`config.mk`:
```
export PLATFORM = sky130hd
export DESIGN_NAME = debounce_pulse_gen
export DESIGN_NICKNAME = d
export VERILOG_FILES = /design/src/rtl/debounce_pulse_gen.sv
export SDC_FILE = /design/constraint.sdc
export NUM_CORES = 1
export LEC_CHECK = 0
export ABC_AREA = 0
export CAP_MARGIN = 40
export CORE_AREA = 4 4 41 43
export DETAILED_ROUTE_END_ITERATION = 6
export DIE_AREA = 0 0 45 47
export PLACE_DENSITY = 0.54
export SLEW_MARGIN = 40
export SYNTH_ARGS = -nofsm -noshare
export SYNTH_HDL_FRONTEND = slang
export SYNTH_SLANG_ARGS = --single-unit
```
`constraint.sdc`:
```
create_clock -name clk -period 1.3 [get_ports clk]
set_input_delay 0.26 -clock clk [delete_from_list [all_inputs] [get_ports clk]]
set_output_delay 0.26 -clock clk [all_outputs]
set_load 0.02 [all_outputs]
```
`src/rtl/debounce_pulse_gen.sv`:
```
// debounce_pulse_gen
// Two-flop synchronizer, four-state debounce FSM, registered level and one-shot
// press strobe for a downstream counter enable.
// Optional build macro: DEBOUNCE_AUTO_REPEAT_EN adds a hold-to-repeat strobe
// every REPEAT_CYCLES cycles while the debounced level stays high.
//
// Handshake: none. btn_in is an unqualified asynchronous level; pulse_out is a
// single-cycle strobe with no back-pressure, so the consumer must sample it
// every cycle.
module debounce_pulse_gen #(
  parameter int DEBOUNCE_CYCLES = 4,
  parameter int CNT_W           = 5,
  parameter int REPEAT_CYCLES   = 8
) (
  input  logic clk,
  input  logic reset,
  input  logic btn_in,
  output logic level_out,
  output logic pulse_out
);

  localparam logic [1:0] IDLE   = 2'd0;
  localparam logic [1:0] ARM_HI = 2'd1;
  localparam logic [1:0] HIGH   = 2'd2;
  localparam logic [1:0] ARM_LO = 2'd3;

  localparam logic [CNT_W-1:0] CNT_LAST = CNT_W'(DEBOUNCE_CYCLES - 1);

  logic             sync1;
  logic             sync2;
  logic             s;
  logic [1:0]       state;
  logic [CNT_W-1:0] cnt;
  logic             rep_fire;

  assign s = sync2;

  // Two-flop synchronizer; only its output is ever seen by the FSM.
  always_ff @(posedge clk) begin
    if (reset) begin
      sync1 <= 1'b0;
      sync2 <= 1'b0;
    end else begin
      sync1 <= btn_in;
      sync2 <= sync1;
    end
  end

`ifdef DEBOUNCE_AUTO_REPEAT_EN
  localparam logic [CNT_W-1:0] REP_LAST = CNT_W'(REPEAT_CYCLES - 1);

  logic [CNT_W-1:0] rep;

  // A repeat strobe fires only while the level stays high this edge.
  assign rep_fire = (state == HIGH) && s && (rep == REP_LAST);

  // Repeat timer runs only in HIGH and restarts at 0 on any other state.
  always_ff @(posedge clk) begin
    if (reset) begin
      rep <= '0;
    end else if (state == HIGH && s) begin
      if (rep == REP_LAST) rep <= '0;
      else                 rep <= rep + 1'b1;
    end else begin
      rep <= '0;
    end
  end
`else
  assign rep_fire = 1'b0;
`endif

  // Debounce FSM: a new level must hold for DEBOUNCE_CYCLES synchronized
  // cycles; any toggle while arming falls back to the last stable state.
  always_ff @(posedge clk) begin
    if (reset) begin
      state     <= IDLE;
      cnt       <= '0;
      level_out <= 1'b0;
      pulse_out <= 1'b0;
    end else begin
      pulse_out <= 1'b0;
      case (state)
        IDLE: begin
          if (s) begin
            state <= ARM_HI;
            cnt   <= '0;
          end
        end
        ARM_HI: begin
          if (!s) begin
            state <= IDLE;
          end else if (cnt == CNT_LAST) begin
            state     <= HIGH;
            level_out <= 1'b1;
            pulse_out <= 1'b1;
          end else begin
            cnt <= cnt + 1'b1;
          end
        end
        HIGH: begin
          if (!s) begin
            state <= ARM_LO;
            cnt   <= '0;
          end else if (rep_fire) begin
            pulse_out <= 1'b1;
          end
        end
        ARM_LO: begin
          if (s) begin
            state <= HIGH;
          end else if (cnt == CNT_LAST) begin
            state     <= IDLE;
            level_out <= 1'b0;
          end else begin
            cnt <= cnt + 1'b1;
          end
        end
        default: begin
          state <= IDLE;
        end
      endcase
    end
  end

endmodule
```
==> results.md, run 1 <==
Setup path:
- The highest fanout seen on the critical path is 3.
- The endpoint class of the critical path is a primary output.
- Data on the critical path arrives at its endpoint at 1000 ps.
- The slowest stage of the critical path belongs to the cell dfxtp_1.
- The critical path goes through dlygate4sd2_1.
- Counting both buffers and inverters, the worst setup path holds a total of 1.
- On the critical path the largest part of the delay comes from flip-flops.
- The critical path is of the reg2out type.
- STA puts the critical path data required time at 1040 ps.
- The delay contributed by the slowest stage of the critical path is 380 ps.
- The kind of launch point of the worst setup path is a flip-flop.

Detailed routing:
- After detailed routing, the number of remaining DRC violations is 0.
- The detailed router finished its first iteration with 5 violations.
- The residual antenna-violating net count after detailed routing is 0.
- The pre-antenna-repair detailed-routing pass consisted of 4 iterations.
- For this block, the via count after detailed routing is 403.
- The routed via count divided by cell count is 5.10.
- The routed wire length per instance is 11.7 um.
- The routed wire length is 922 um.

Placed design:
- Once placement finished, the instance area stood at 577 sq um.
- At the placement stage, the worst setup path has a slack of 1.16 ps.
- The number of port buffers is 4.
- Detailed placement ended at an HPWL of 671 um.
- Routability-driven placement finished with a final weighted congestion of 0.776.

Clocking:
- The post-CTS repair timing setup buffer count is 0.
- TritonCTS created 3 clock buffers.
- TritonCTS built the clock tree.
- The CTS clock-pin slew for the worst setup and hold paths is 70 ps.
- The clock latency reported for the late side of the worst-skew pair is 260 ps.
- The tree is rooted in a clkbuf_4.
- CTS built an H-tree with a depth of 1.
- The clock sink count is 11.
- Counting along the longest clock path gives a buffer depth of 2.

Finish:
- The area growth from synthesis to layout is 29.5%.
- The number of antenna diodes in the final layout is 0.
- Cells with a size suffix above 1 make up 26.6% of the layout.
- For this run, the post-layout net count is 69.
- The cell area after layout is 627 sq um.
- Cells fill 48.2% of the core in the end.

STA:
- The headroom to the max-slew limit is 71.6%.
- Across the routed clock network, the largest skew measured is 2.43 ps.
- The worst path setup slack after routing is 44.4 ps.
- The final-report hold violation count is 0.
- In the finished design, the share of the clock period the worst path needs comes to 96.6%.
- The highest clock frequency the design can meet is 796 MHz.
- Setup total negative slack on the finished layout was measured at 0 ps.
- Setup repair after global routing left no endpoint under its margin.
- The slew at the pin closest to its max-slew limit is 424 ps.
- The final max-slew violation count is 0.
- The final number of setup-violating endpoints is 0.
- Counting I/O delays and the setup requirement, the final critical path takes 1260 ps.

Worst hold path:
- The worst min-delay path category is reg2reg.

Global routing:
- The total grt overflow is 0.
- The met3 routing resource usage after global routing is 4.60%.
- The initial antenna violation count was 0.
- The met1 track utilization from global routing is 12.0%.
- For this run, the total global-route usage over all layers was measured as 10.5%.
- The most utilized layer in the global route result is met2.
- The via count of the first global-routing pass came to 375.
- The first-pass GRT wire length is 1560 um.
- In the global route stage, met2 resource usage came out at 16.7%.
- The largest net degree at the start of global routing is 11.

Power:
- Registers are responsible for 54.9% of the overall power.
- The internal portion of the total power is 0.504 mW.
- For this design the static power due to leakage is 0.227 nW.
- The part of the total power dissipated in the clock network is 34.6%.
- The power dissipated by switching net loads is 0.148 mW.
- The power density over the cells is 1040 nW/um^2.
- VDD sags by at most 0.638 mV.
- The share of total power consumed by net switching is 22.8%.
- The part of the total power dissipated in combinational logic is 10.5%.

Synth:
- The cell area that synthesis handed to floorplanning was 484 sq um.
- Among all cell types in the netlist, the one instantiated most often is dfxtp_1.
- The synthesized flop and latch total is 11.
- For this run, the leading register cell type out of synthesis is dfxtp_1.
- Yosys attributes the largest share of cell area to dfxtp_1 (45%), a21oi_1 (6.2%), mux2i_1 (4.1%).
- The total nets after synthesis is 56.
- Counting instances in the post-synthesis netlist gives the leading cell types as dfxtp_1 (11), a21oi_1 (6), nor2_1 (4), o21ai_0 (4), nor2b_1 (3).
- Each instance of the synthesized netlist takes up on average 9.31 sq um.
- dfxtp_1 takes more of the synthesized area than any other cell.
- The gate count of the mapped netlist is 52.
- The number of distinct library cell variants in the gate-level netlist after synthesis is 24.
- The number of warnings reported in the yosys synthesis log is 0.
- Yosys mapped a number of flops with a built-in enable equal to 0.
- Summed over its instances, the top area cell type makes up 45.5% of the synthesized netlist area.
- The sequential area share after synthesis is 45.5%.
- The async set-reset flop share out of synthesis is 0%.

Floorplan:
- The floorplan has 13 rows.
- The height of the chip is 47 um.
- The floorplan step defined a die boundary enclosing 2120 sq um.
- During I/O placement, the number of pins put on the boundary was 5.
- Once the floorplan was initialized, standard cells occupied 37.2% of the core.
- The chip width is 45 um.
- The core area is 1300 sq um.

Run:
- Across the run, the number of max-cap violations was 0.

Outcome:
- The run finished with clean final reports.
worst paths after layout:
path | from | endpoint | slack, ps | cells after the start
worst max-delay path | level_out | level_out | 40 | 1
worst min-delay path | sync1 | s | 440 | 1
worst max register to register | cnt[0] | cnt[2] | 80 | 4
worst min register to register | sync1 | s | 440 | 1
per-stage QoR:
step | instances | total power [mW] | hold slack (ps)
6_report | 79 | 0.652 | 439
5_1_grt | 79 | 0.691 | 455
4_1_cts | 79 | 0.655 | 442
3_5_place_dp | 75 | 0.431 | 426
3_3_place_gp | 75 | 0.432 | 418
2_1_floorplan | 52 | 0.401 | 388
sequential cells by signal, summed over array words and instances (netlist names), named ones only:
signal     flops
cnt            5
level_out      1
pulse_out      1
s              1
state          1
sync1          1
cell type report:
| class | instances | area [sq um] |
|---|---|---|
| multi-input cells | 39 | 283 |
| repair buffers | 9 | 75.1 |
| fillers | 133 | 674 |
| well taps | 15 | 18.8 |
| flip-flops and latches | 11 | 220 |
| inverters | 1 | 3.75 |
| clock buffers | 4 | 26.3 |
timing repair:
item | CTS | global route
pin swaps | 0 | 0
resized for setup | 3 | 5
setup endpoints to repair | 3 | 4
hold buffers | 0 | 0
routing by layer:
metal | part of all wire [%] | up-vias | wire length, um
met2 | 49 | 3 | 453
met1 | 49 | 189 | 450
met4 | 0 | 0 | 0
met5 | 0 | - | 0
met3 | 2.0 | 0 | 18
li1 | - | 211 | -
kinds of logic (layout without fill, tap and decap cells):
kind of cell	Yosys count	in the layout	synth area share, %
adders and majority gates	1	1	2.58
buffers and inverters	2	14	1.55
xor gates and xnor gates	1	1	3.36
and+or+nand+nor	19	19	22.7
DFF	11	11	45.5
AOI/OAI and AO/OA	16	16	20.2
muxes	2	2	4.13
power groups by stage:
| stage | logic, mW | clock network (mW) | registers (mW) |
|---|---|---|---|
| after CTS | 0.0644 | 0.236 | 0.355 |
| after detailed placement | 0.0677 | 0 | 0.363 |
| after floorplan | 0.0316 | 0 | 0.370 |
| after global routing | 0.0766 | 0.256 | 0.359 |
| final | 0.0685 | 0.226 | 0.358 |
| after global placement | 0.0687 | 0 | 0.363 |
cell usage in the layout (no fill, tap or decap), types with 2 or more instances in the layout:
cell type / instances
a21oi_1: 4
nand3b_1: 2
nor2_1: 4
or3_1: 2
nand2b_1: 2
clkdlybuf4s50_1: 2
nand3_1: 2
o21ai_0: 4
nor2b_1: 3
dlygate4sd2_1: 2
mux2i_1: 2
buf_4: 5
a21oi_2: 2
dfxtp_1: 11
clkbuf_4: 3
Power figures use the tool's default switching activity.
==> run 2: changes to the inputs <==
==> constraint.sdc (replaced) <==
create_clock -name clk -period 1.11 [get_ports clk]
set_input_delay 0.222 -clock clk [delete_from_list [all_inputs] [get_ports clk]]
set_output_delay 0.222 -clock clk [all_outputs]
set_load 0.02 [all_outputs]
==> results.md, run 2 (synthesized netlist as in run 1, its figures left out) <==
Setup path:
- Grouping stages by cell kind, the critical path spends the most delay in compound AO/OA/AOI/OAI gates.
- The highest-delay cell along the critical path is dfxtp_2.
- The endpoint class of the critical path is a flip-flop.
- The arrival time at the worst endpoint is 1400 ps.
- Walking the worst path, the cells encountered are ha_4, and3b_2, a21o_2, o32ai_2.
- The critical path is of the reg2reg type.
- In this design, the stage delay of the slowest critical-path cell is 340 ps.
- The required time of the critical path is 1290 ps.
- The kind of launch point of the worst setup path is a flip-flop.
- Along the worst path, the maximum fanout reaches 4.
- The total buffers and inverters traversed by the critical path is 0.

Outcome:
- The final reports fail on setup timing.
- The flow ran to the end, but the final reports show violations.

Finish:
- The net count reported at finish is 75.
- The repair_antennas step left the layout with diodes totalling 0.
- The multi-input combinational cells in the finished layout cover a total of 339 sq um.
- The library cell used most frequently in the layout, excluding fill and tap cells, is buf_4.
- The register with the highest flop count is cnt.
- Leaving out filler cells and counting taps, the final layout contains 85.
- Leaving out fill and tap cells, the most frequent cells in the layout are buf_4 (10), dfxtp_1 (6), nor2_1 (4), o21ai_0 (4), dfxtp_2 (4).
- The area growth from synthesis to layout is 49.1%.
- The total area of sequential cells is 229 sq um.
- The register with the most flip-flops in the layout has 5 of them.
- Of the cells placed in the final design, the portion with a size suffix greater than 1 is 47.1%.
- Fill cells in the final layout number 118.

Floorplan:
- The number of primary I/O pins is 5.
- The core region is 1300 sq um.
- The number of cell rows is 13.
- Once the floorplan was initialized, standard cells occupied 37.2% of the core.
- The die covers 2120 sq um.
- The die is 45 um wide.
- The height of the chip is 47 um.

Detailed routing:
- In the routed design, unresolved DRC markers number 0.
- For this run, the detailed router's first-pass iteration total came to 4.
- The first-iteration detailed-routing DRC count is 7.
- The routed via count divided by cell count is 5.12.
- The routed wire length is 1130 um.
- In the final routed layout, each cell accounts on average for 13.3 um.
- The detail route stage leaves a number of antenna-violating nets equal to 0.
- The routed layout has 435 vias.

Power:
- The share of total power consumed by net switching is 24.7%.
- In this run the power density over the cells is 1100 nW/um^2.
- The power dissipated by switching net loads is 0.197 mW.
- The internal portion of total power is 0.600 mW.
- The share of total power in sequential cells is 52.3%.
- The post-route total power is 0.797 mW.
- The maximum vdd ir drop is 0.745 mV.
- Per report_power, the clock group accounts for 35.0% of the total.
- The share of total power dissipated in combinational logic is 12.7%.
- In this run the static leakage power is 0.257 nW.

Placed design:
- The number of port buffers is 4.
- Counting tap cells, the placed design contains a total of 79 instances.
- The HPWL after detailed placement is 759 um.
- The post-placement worst setup slack is -198 ps.
- The placer's final routability congestion estimate is 0.768.

STA:
- Setup repair after global routing could not meet its margin everywhere.
- The worst pin sits at a relative slew slack of 74.1%.
- Across all setup checks in the final design, the least slack found is -111 ps.
- After layout, the worst path uses 110% of the clock period.
- The clock period minus worst slack is 1220 ps.
- For the pin with the worst max-slew slack, the measured transition is 387 ps.
- The highest clock frequency the design can meet is 819 MHz.
- Setup violations remaining at the end of the flow were counted as 5.
- The setup TNS is -293 ps.
- The final max-slew violation count is 0.
- The setup skew after layout is 3.80 ps.
- The final-report hold violation count was 0.

Run:
- Across the run, the number of max-cap violations was 0.

Clocking:
- The number of H-tree levels is 1.
- The number of buffers added by the clock tree synthesis step is 3.
- The clock reaches the later pin of the worst-skew pair after 260 ps.
- For this design, the sink count on the clock tree is 11.
- Clock-pin slew was measured on the worst setup and hold paths at 80 ps.
- The TritonCTS clock tree is done.
- Counting along the longest clock path gives a buffer depth of 2.
- The cell chosen for the clock root is clkbuf_4.

Global routing:
- The first-pass GRT wire length is 1820 um.
- Global routing used 12.0% of the available tracks across all layers.
- The initial antenna violation count was 0.
- The largest net degree at the start of global routing is 11.
- Global routing used 16.7% of the available met1 tracks.
- The met3 routing resource usage after global routing is 2.30%.
- The met2 track utilization from global routing is 18.1%.
- The most utilized layer in the global route result is met2.
- The total grt overflow is 0.
- The via count of the first global-routing pass was 404.

Worst hold path:
- The worst hold path belongs to the class reg2reg.
==> run 2: cell count changes in the layout (fill, tap and decap cells not counted), moves of 2 or more <==
| cell | before | now |
|---|---|---|
| buf_4 | 5 | 10 |
| dfxtp_1 | 11 | 6 |
| dfxtp_2 | 0 | 4 |
| dlygate4sd2_1 | 2 | 0 |
==> run 2: per-stage QoR <==
| step | utilization [%] | hold WS [ps] | area, sq um |
|---|---|---|---|
| floorplan | - | 350 | 504 |
| global placement | 48.2 | 429 | 627 |
| detailed placement | 48.2 | 432 | 627 |
| CTS | 53.0 | 441 | 689 |
| global route | 55.5 | 458 | 722 |
| finish | 55.5 | 440 | 722 |
==> run 2: what timing repair did <==
item / in CTS / in global routing
hold buffers: 0 / 0
gates cloned: 0 / 1
setup endpoints to repair: 9 / 10
gates resized for setup: 12 / 7
pin swaps: 3 / 3
setup buffers: 0 / 1
==> run 2: per-layer routing <==
layer | part of all wire (%) | vias up | wire length (um)
met3 | 3.1 | 2 | 35
li1 | - | 224 | -
met4 | 1.2 | 0 | 13
met5 | 0 | - | 0
met1 | 52 | 204 | 585
met2 | 44 | 5 | 495
==> run 2: final timing paths <==
| check | start | end | slack, ps | cells past startpoint |
|---|---|---|---|---|
| worst min register to register | sync1 | s | 440 | 1 |
| worst max-delay path | cnt[1] | cnt[2] | -110 | 4 |
| worst min-delay path | sync1 | s | 440 | 1 |
| worst max register to register | cnt[1] | cnt[2] | -110 | 4 |
==> run 2: power groups by stage <==
stage	Clock, mW	Sequential, mW	Combinational, mW
2_1_floorplan	0	0.434	0.0379
3_3_place_gp	0	0.425	0.0911
3_5_place_dp	0	0.425	0.0919
4_1_cts	0.282	0.417	0.0997
5_1_grt	0.307	0.418	0.111
6_report	0.279	0.416	0.102
==> run 2: final cells by class <==
cell class | instances | area share (%)
Multi-Input combinational cell | 40 | 47.0
Inverter | 1 | 0.520
Timing Repair Buffer | 14 | 14.6
Sequential cell | 11 | 31.7
Clock buffer | 4 | 3.64
Tap cell | 15 | 2.60
